<file path="src/rtl/preg_free_list.sv">
// Physical-register free list: ring of free tags, zero-latency head grant to rename, tail push from commit.
// Latency: alloc_tag/alloc_gnt combinational from head; a released tag becomes allocatable the cycle after release.
// Backpressure: stall whenever alloc_req is not granted (empty or still initialising); a release into a full list with no grant is dropped and flags err.
module preg_free_list #(
   parameter  int NUM_PREGS = 64,
   parameter  int NUM_AREGS = 32,
   parameter  int TAG_W     = $clog2(NUM_PREGS),
   localparam int DEPTH     = NUM_PREGS - NUM_AREGS,
   localparam int CNT_W     = $clog2(DEPTH + 1)
) (
   input  logic             clk,
   input  logic             rst,
   input  logic             alloc_req,
   output logic             alloc_gnt,
   output logic [TAG_W-1:0] alloc_tag,
   output logic             stall,
   input  logic             free_valid,
   input  logic [TAG_W-1:0] free_tag,
   output logic             ready,
   output logic             empty,
   output logic [CNT_W-1:0] free_count,
   output logic             err
);

   localparam int PTR_W = $clog2(DEPTH);

   typedef enum logic {ST_INIT, ST_RUN} state_t;

   state_t             r_state;
   state_t             w_state_nxt;
   logic [TAG_W-1:0]   r_mem [DEPTH];
   logic [PTR_W-1:0]   r_init_cnt;
   logic [PTR_W-1:0]   r_head;
   logic [PTR_W-1:0]   r_tail;
   logic [CNT_W-1:0]   r_count;
   logic               r_err;

   logic               w_run;
   logic               w_init;
   logic               w_init_last;
   logic               w_list_empty;
   logic               w_full;
   logic               w_fv_nz;
   logic               w_gnt;
   logic               w_accept;
   logic               w_err_set;

   // Next state and all combinational outputs; rst forces the post-reset output values.
   always_comb begin
      w_state_nxt  = r_state;
      w_run        = (r_state == ST_RUN) & ~rst;
      w_init       = (r_state == ST_INIT) & ~rst;
      w_init_last  = w_init & (r_init_cnt == PTR_W'(DEPTH - 1));
      w_list_empty = (r_count == '0);
      w_full       = (r_count == CNT_W'(DEPTH));
      w_fv_nz      = free_valid & (free_tag != '0);
      w_gnt        = w_run & alloc_req & ~w_list_empty;
      // A full list can still take a release when the head is being consumed in the same cycle.
      w_accept     = w_run & w_fv_nz & ~(w_full & ~w_gnt);
      w_err_set    = (w_init & free_valid) | (w_run & w_fv_nz & w_full & ~w_gnt);
      if (w_init_last) begin
         w_state_nxt = ST_RUN;
      end
      alloc_gnt  = w_gnt;
      alloc_tag  = r_mem[r_head];
      stall      = alloc_req & ~w_gnt;
      ready      = w_run;
      empty      = rst | w_list_empty;
      free_count = rst ? '0 : r_count;
      err        = r_err & ~rst;
   end

   // State, pointers, occupancy and sticky error; rst restarts initialisation from any state.
   always_ff @(posedge clk) begin
      if (rst) begin
         r_state    <= ST_INIT;
         r_init_cnt <= '0;
         r_head     <= '0;
         r_tail     <= '0;
         r_count    <= '0;
         r_err      <= 1'b0;
      end else begin
         r_state <= w_state_nxt;
         r_err   <= r_err | w_err_set;
         if (w_init) begin
            r_init_cnt <= r_init_cnt + PTR_W'(1);
         end
         if (w_init_last) begin
            r_count <= CNT_W'(DEPTH);
         end else if (w_run) begin
            r_count <= r_count + CNT_W'(w_accept) - CNT_W'(w_gnt);
         end
         if (w_gnt) begin
            r_head <= (r_head == PTR_W'(DEPTH - 1)) ? '0 : r_head + PTR_W'(1);
         end
         if (w_accept) begin
            r_tail <= (r_tail == PTR_W'(DEPTH - 1)) ? '0 : r_tail + PTR_W'(1);
         end
      end
   end

   // Tag storage: filled with the unmapped tags during init, then written at tail on each accepted release.
   always_ff @(posedge clk) begin
      if (w_init) begin
         r_mem[r_init_cnt] <= TAG_W'(NUM_AREGS) + TAG_W'(r_init_cnt);
      end else if (w_accept) begin
         r_mem[r_tail] <= free_tag;
      end
   end

endmodule
</file>
<file path="config.mk">
export PLATFORM = sky130hd
export DESIGN_NAME = preg_free_list
export DESIGN_NICKNAME = d
export VERILOG_FILES = /design/src/rtl/preg_free_list.sv
export SDC_FILE = /design/constraint.sdc
export NUM_CORES = 1
export LEC_CHECK = 0
export BUFFER_PORTS_ARGS = -buffer_cell sky130_fd_sc_hd__buf_2
export CAP_MARGIN = 20
export CORE_MARGIN = 2
export CORE_UTILIZATION = 42
export DETAILED_ROUTE_END_ITERATION = 7
export SKIP_LAST_GASP = 1
export SLEW_MARGIN = 0
export SYNTH_ARGS = -nofsm -noshare
export SYNTH_HDL_FRONTEND = slang
export SYNTH_SLANG_ARGS = --single-unit
export TNS_END_PERCENT = 100
</file>
<file path="constraint.sdc">
create_clock -name clk -period 5.5 [get_ports clk]
set_input_delay 0.55 -clock clk [delete_from_list [all_inputs] [get_ports clk]]
set_output_delay 0.55 -clock clk [all_outputs]
set_load 0.01 [all_outputs]
</file>
==> After elaboration in Yosys (flattened, before gate mapping) <==
Memory sizes are Yosys's and may differ from the RTL's. A register that Yosys moved wholly into a read port is not among the register bits.
Index checks and enable logic that the tools add are counted.
{ "totals": {"regBits": 23, "latchBits": 0, "ram_bits": 192, "romBits": 0, "input_bits": 10, "output_inout_bits": 17, "wordCells": 60, "memories": 1} }
{ "op_classes": {"add_sub_neg": 6, "n_mul": 0, "n_div": 0, "n_lt_le_gt_ge": 0, "n_eq_ne": 4, "n_shift": 0, "mux": 15, "n_bitwise": 22, "n_reduce_logical": 5} }
{ "mem_list": {"columns": ["memory", "words", "word_bits", "rd", "rd_clocked_by_memory_dff", "write_ports", "line", "text"], "rows": [
  ["r_mem", 32, 6, 1, 1, 1, "31", "logic [TAG_W-1:0] r_mem [DEPTH];"]
]} }
{ "ops": {"columns": ["op", "n"], "rows": [
  ["two-way mux 5 bit", 5],
  ["two-way mux 6 bit", 4],
  ["adder 5 x 1 -> 5 bit, second input constant", 3],
  ["equality test 5 bit, second input constant", 3],
  ["AND 1 bit", 14],
  ["adder 6 x 1 -> 6 bit", 1],
  ["adder 6 x 5 -> 6 bit, first input constant", 1],
  ["equality test 6 bit, second input constant", 1],
  ["logical NOT 6 bit", 1],
  ["two-way mux 1 bit", 6],
  ["nonzero test 6 bit", 1],
  ["OR reduction 6 bit", 1],
  ["subtractor 6 x 1 -> 6 bit", 1],
  ["NOT 1 bit", 5],
  ["bitwise OR 1 bit", 3],
  ["nonzero test 2 bit", 1],
  ["OR reduction 2 bit", 1]
]} }

==> Logic depth before layout (Yosys ltp) <==
{ "logic_depth": {"ltp_word": 13, "ltp_mapped": 13, "mapped_depth_nobuf": 13} }

==> Least setup slack after synthesis <==
No wires, ideal clock.
{ "synth_timing": {"kind": "input to register", "from": "in free_tag[1]", "to": "reg r_count[4]", "setup_time_ns": 0.117, "arrival_time_ns": 2.918, "t_required_ns": 5.383, "path_slack_ns": 2.465, "path_stages": 11, "n_path_buf": 1, "path_cell_list": "or4_4 -> o31a_1 -> buf_2 -> nand2_4 -> o21ai_0 -> ha_1 -> fa_1 -> a21o_1 -> a21oi_1 -> xnor2_1 -> a22o_1"} }
{ "synth_between": {"elab_chain_len": 6} }
{ "synth_lines": {"columns": ["item", "line", "text"], "rows": [
  ["start, declared", "18", "input logic [TAG_W-1:0] free_tag,"],
  ["nonzero test 6 bit", "56", "w_fv_nz = free_valid & (free_tag != '0);"],
  ["AND 1 bit", "56", null],
  ["AND 1 bit (2 in series)", "59", "w_accept = w_run & w_fv_nz & ~(w_full & ~w_gnt);"],
  ["adder 6 x 1 -> 6 bit", "91", "r_count <= r_count + CNT_W'(w_accept) - CNT_W'(w_gnt);"],
  ["subtractor 6 x 1 -> 6 bit", "91", null],
  ["end signal, assigned", "89", "r_count <= CNT_W'(DEPTH);"],
  ["end signal, assigned", "91", null],
  ["end, declared", "35", "logic [CNT_W-1:0] r_count;"]
]} }
No other way between the ends.
A chain may end at the register's enable or synchronous reset.

==> impl_metrics.py <==
metrics = {
    "clocking": {
        "cts.sinks": 220,
        "cts_htree_levels": 1,
        "postCtsHoldBufs": 0,
        "post_cts_buffers": 0,
        "cts_tree": "yes",
        "clock_buffers_created_by_tritoncts": 23,
        "clock_insertion_delay_worst_skew_ns": 0.50,
        "cts_buffer_depth": 3,
        "clockRootBuffer": "clkbuf_16",
        "cts.reportedPaths.clkPinSlew_ns": 0.06,
        "cts.repair.resized": 0,
    },
    "yosys": {
        "yosysSeqAreaShare_pct": 67.24,
        "syn_inst": 613,
        "synth.avg_cell_area_um2": 15.35,
        "synthFlopType": "edfxtp_1",
        "synthesis.nets": 638,
        "ys_warn_count": 0,
        "synth-seq-cells": 220,
        "async_flop_share_pct": 0,
        "synth_cell_types": 62,
        "netlist_area_pre_place_mm2": 0.009408,
        "number_of_synthesized_flops_with_an_enable_pin": 192,
    },
    "die": {
        "rows": 54,
        "initial_core_util_pct": 42.98,
        "io_count": 27,
        "die_x_um": 153.7,
        "core-area_mm2": 0.02189,
        "fp.dieH_um": 153.7,
        "die_area_mm2": 0.02361,
    },
    "placed_design": {
        "buffer_ports.inserted": 26,
        "globalplace.congestion": 0.8789,
        "dp.final_hpwl_um": 13380,
    },
    "critical_path": {
        "cpLargestDelayFamily": "flip-flops",
        "required_ns": 4.95,
        "critical_path_depth": 5,
        "cells_along_the_critical_path": "mux4_2 > a22o_1 > a221oi_1 > nand3_1 > buf_2",
        "r2r_setup_slack_ns": 2.00,
        "worst_setup_sp_type": "register",
        "critPathArrivalTime_ns": 3.22,
        "crit_path_end_kind": "primary output",
        "slowest_stage": "dfxtp_2",
        "crit_type": "register to primary output",
        "crit_path_max_incr_delay_ns": 0.97,
        "critical_path_peak_fanout": 28,
        "rr_worst_depth": 5,
        "timing.critical_path.buf_inv": 1,
    },
    "detailed_routing": {
        "drtPass1Iterations": 4,
        "totalWireLength_um": 20150,
        "postRouteAntennaNets": 0,
        "via_count": 5429,
        "avgRoutedWirePerCell_um": 21.69,
        "initialDrtViolationCount": 411,
        "viasPerCell": 5.844,
        "drc_errors": 0,
    },
    "global_routing": {
        "grt_remaining_overflow": 0,
        "grt_start_max_net_pins": 61,
        "globalRouteTotalUtil_pct": 17.03,
        "grt_antenna_before_repair": 0,
        "grt_pass1_wl_um": 31460,
        "number_of_global_route_vias_before_repair": 5401,
    },
    "pwr": {
        "pwr_density_cell_mw_per_mm2": 321.0,
        "leakagePower_nw": 3.382,
        "total_power_mw": 3.369,
        "largest_voltage_drop_on_the_vdd_net_mv": 0.2243,
    },
    "sta": {
        "clock.fmax_mhz": 265.3,
        "max_slew_margin_pct": 32.14,
        "fin_worst_skew_ns": 0.01480,
        "hold_viol": 0,
        "worst-slew-pin-transition_ns": 1.018,
        "setup_repair_after_global_routing_missed_its_margin": "false",
        "final.min_clock_period_ns": 3.769,
        "setup_viol_count_final": 0,
        "fin_setup_tns_ns": 0,
        "layout_worst_path_cycle_share_pct": 68.52,
        "timing.final.max_slew_violations": 0,
    },
    "job": {
        "maximum_capacitance_violations": 0,
    },
    "status": {
        "outcome": "finished, final reports clean",
    },
    "cells_and_area": {
        "post_route_cells_drive_above_1_share_pct": 15.25,
        "syn2layout_area_growth_pct": 11.56,
        "filler_cells": 1894,
        "ant_diodes": 0,
        "final_net_count": 660,
    },
    "worst_hold_path": {
        "whs_path_depth": 2,
        "hp-class": "input pin to register",
    },
}
==> cell type report <==
type / instances / area [µm²] / share of cell area (%)
Clock buffer: 26 / 586.8 / 5.591
Multi-Input combinational cell: 350 / 2893 / 27.56
Inverter: 11 / 41.29 / 0.3934
Clock inverter: 13 / 120.1 / 1.144
Sequential cell: 220 / 6331 / 60.32
Timing Repair Buffer: 29 / 172.7 / 1.645
Tap cell: 280 / 350.3 / 3.338
==> per-layer routing <==
metal  vias up  track usage, %  part of all wire, %  wire length [µm]
li1       2492               -                    -                 -
met3        27           2.396                  4.9               995
met4         0           4.631                  2.1               430
met5         -               0                    0                 0
met2       123           27.70                   47              9490
met1      2787           24.25                   46              9234
==> registers in the layout, summed over array words and instances (netlist names), named ones only <==
name and cells:
r_mem 192, r_count 6, r_head 5, r_init_cnt 5, r_tail 5, r_err 1, r_state 1
==> layout by cell type (no fill, tap or decap), drive strengths merged, types with 2 or more instances in the layout <==
cell      synthesis  routed
nand2            23      23
nor2b             9       9
or3               2       2
ha               14      14
nor2             24      24
nand3            24      24
o311ai            2       2
xnor2             4       4
mux2              5       5
a31oi             7       7
dfxtp            28      28
edfxtp          192     192
mux2i            50      50
and2              4       4
a221oi            6       6
mux4             24      24
nor3              5       5
a22oi            33      33
buf              21      29
nand3b            2       2
a22o              7       7
nor3b             3       3
o31ai             3       3
clkinvlp          0       2
nand4b            7       7
inv              11      13
clkbuf           11      26
bufinv            0       2
a21o              2       2
nand4bb           2       2
nand2b            6       6
xor2              2       2
a21oi            36      36
nor4b             3       3
or4               5       5
and3              5       5
nand4             5       5
o21ai            12      12
clkinv            0       7
==> cells in the mapped netlist, types with 3 or more instances <==
library cell,n,area share [%]
a221oi_1,6,0.56
edfxtp_1,192,61
and2_1,4,0.27
nand3_1,24,1.3
a31oi_1,7,0.47
nor3_1,5,0.27
nor4b_1,3,0.28
nor3b_1,3,0.24
or4_1,4,0.32
clkbuf_1,11,0.44
mux2i_1,50,5.3
dfxtp_1,28,6.0
nor2_1,24,0.96
o21ai_0,9,0.48
mux4_2,24,5.7
nand2b_1,6,0.40
nand2_1,22,0.88
nand4b_1,6,0.56
buf_2,13,0.69
and3_1,5,0.33
buf_1,6,0.24
a21oi_1,36,1.9
nor2b_1,9,0.60
xnor2_1,4,0.37
inv_1,10,0.40
a22oi_1,33,2.6
nand4_1,4,0.27
ha_1,14,1.9
a22o_1,7,0.65
mux2_2,3,0.36
==> cells by family after synthesis <==
| logic type | Yosys count | share of synthesized area, % |
|---|---|---|
| flip-flops | 220 | 67.24 |
| adder cells (fa/ha/maj) | 15 | 2.075 |
| multiplexers | 79 | 11.66 |
| XOR/XNOR | 6 | 0.5586 |
| buffers and inverters | 43 | 2.008 |
| AND/OR/NAND/NOR | 134 | 8.139 |
| AO/OA/AOI/OAI | 116 | 8.312 |
==> per-stage QoR <==
stage	std cells	instance area [µm²]	util (%)	hold slack [ns]	worst slack [ns]
floorplan	613	9408	-	0.4547	2.465
global placement	889	9761	44.59	0.4824	2.040
detailed placement	889	9761	44.59	0.4823	1.945
CTS	928	10470	47.82	0.3422	1.665
global route	929	10500	47.94	0.3676	1.487
finish	929	10500	47.94	0.3567	1.731
==> power by group <==
part | internal [mW] | switching, mW | total [mW] | leakage, nW
registers | 1.82 | 0.00702 | 1.83 | 2.03
clock network | 0.858 | 0.606 | 1.46 | 0.338
logic | 0.0223 | 0.0536 | 0.0760 | 1.01
total | 2.70 | 0.666 | 3.37 | 3.38
==> worst paths after layout <==
| path | to | start |
|---|---|---|
| worst min-delay path | r_err | free_valid |
| worst min register to register | r_head[4] | r_head[4] |
| worst max-delay path | alloc_tag[3] | register |
| worst max register to register | r_mem[13][5] | r_state |
No activity file was read; power rests on OpenSTA's default activity.
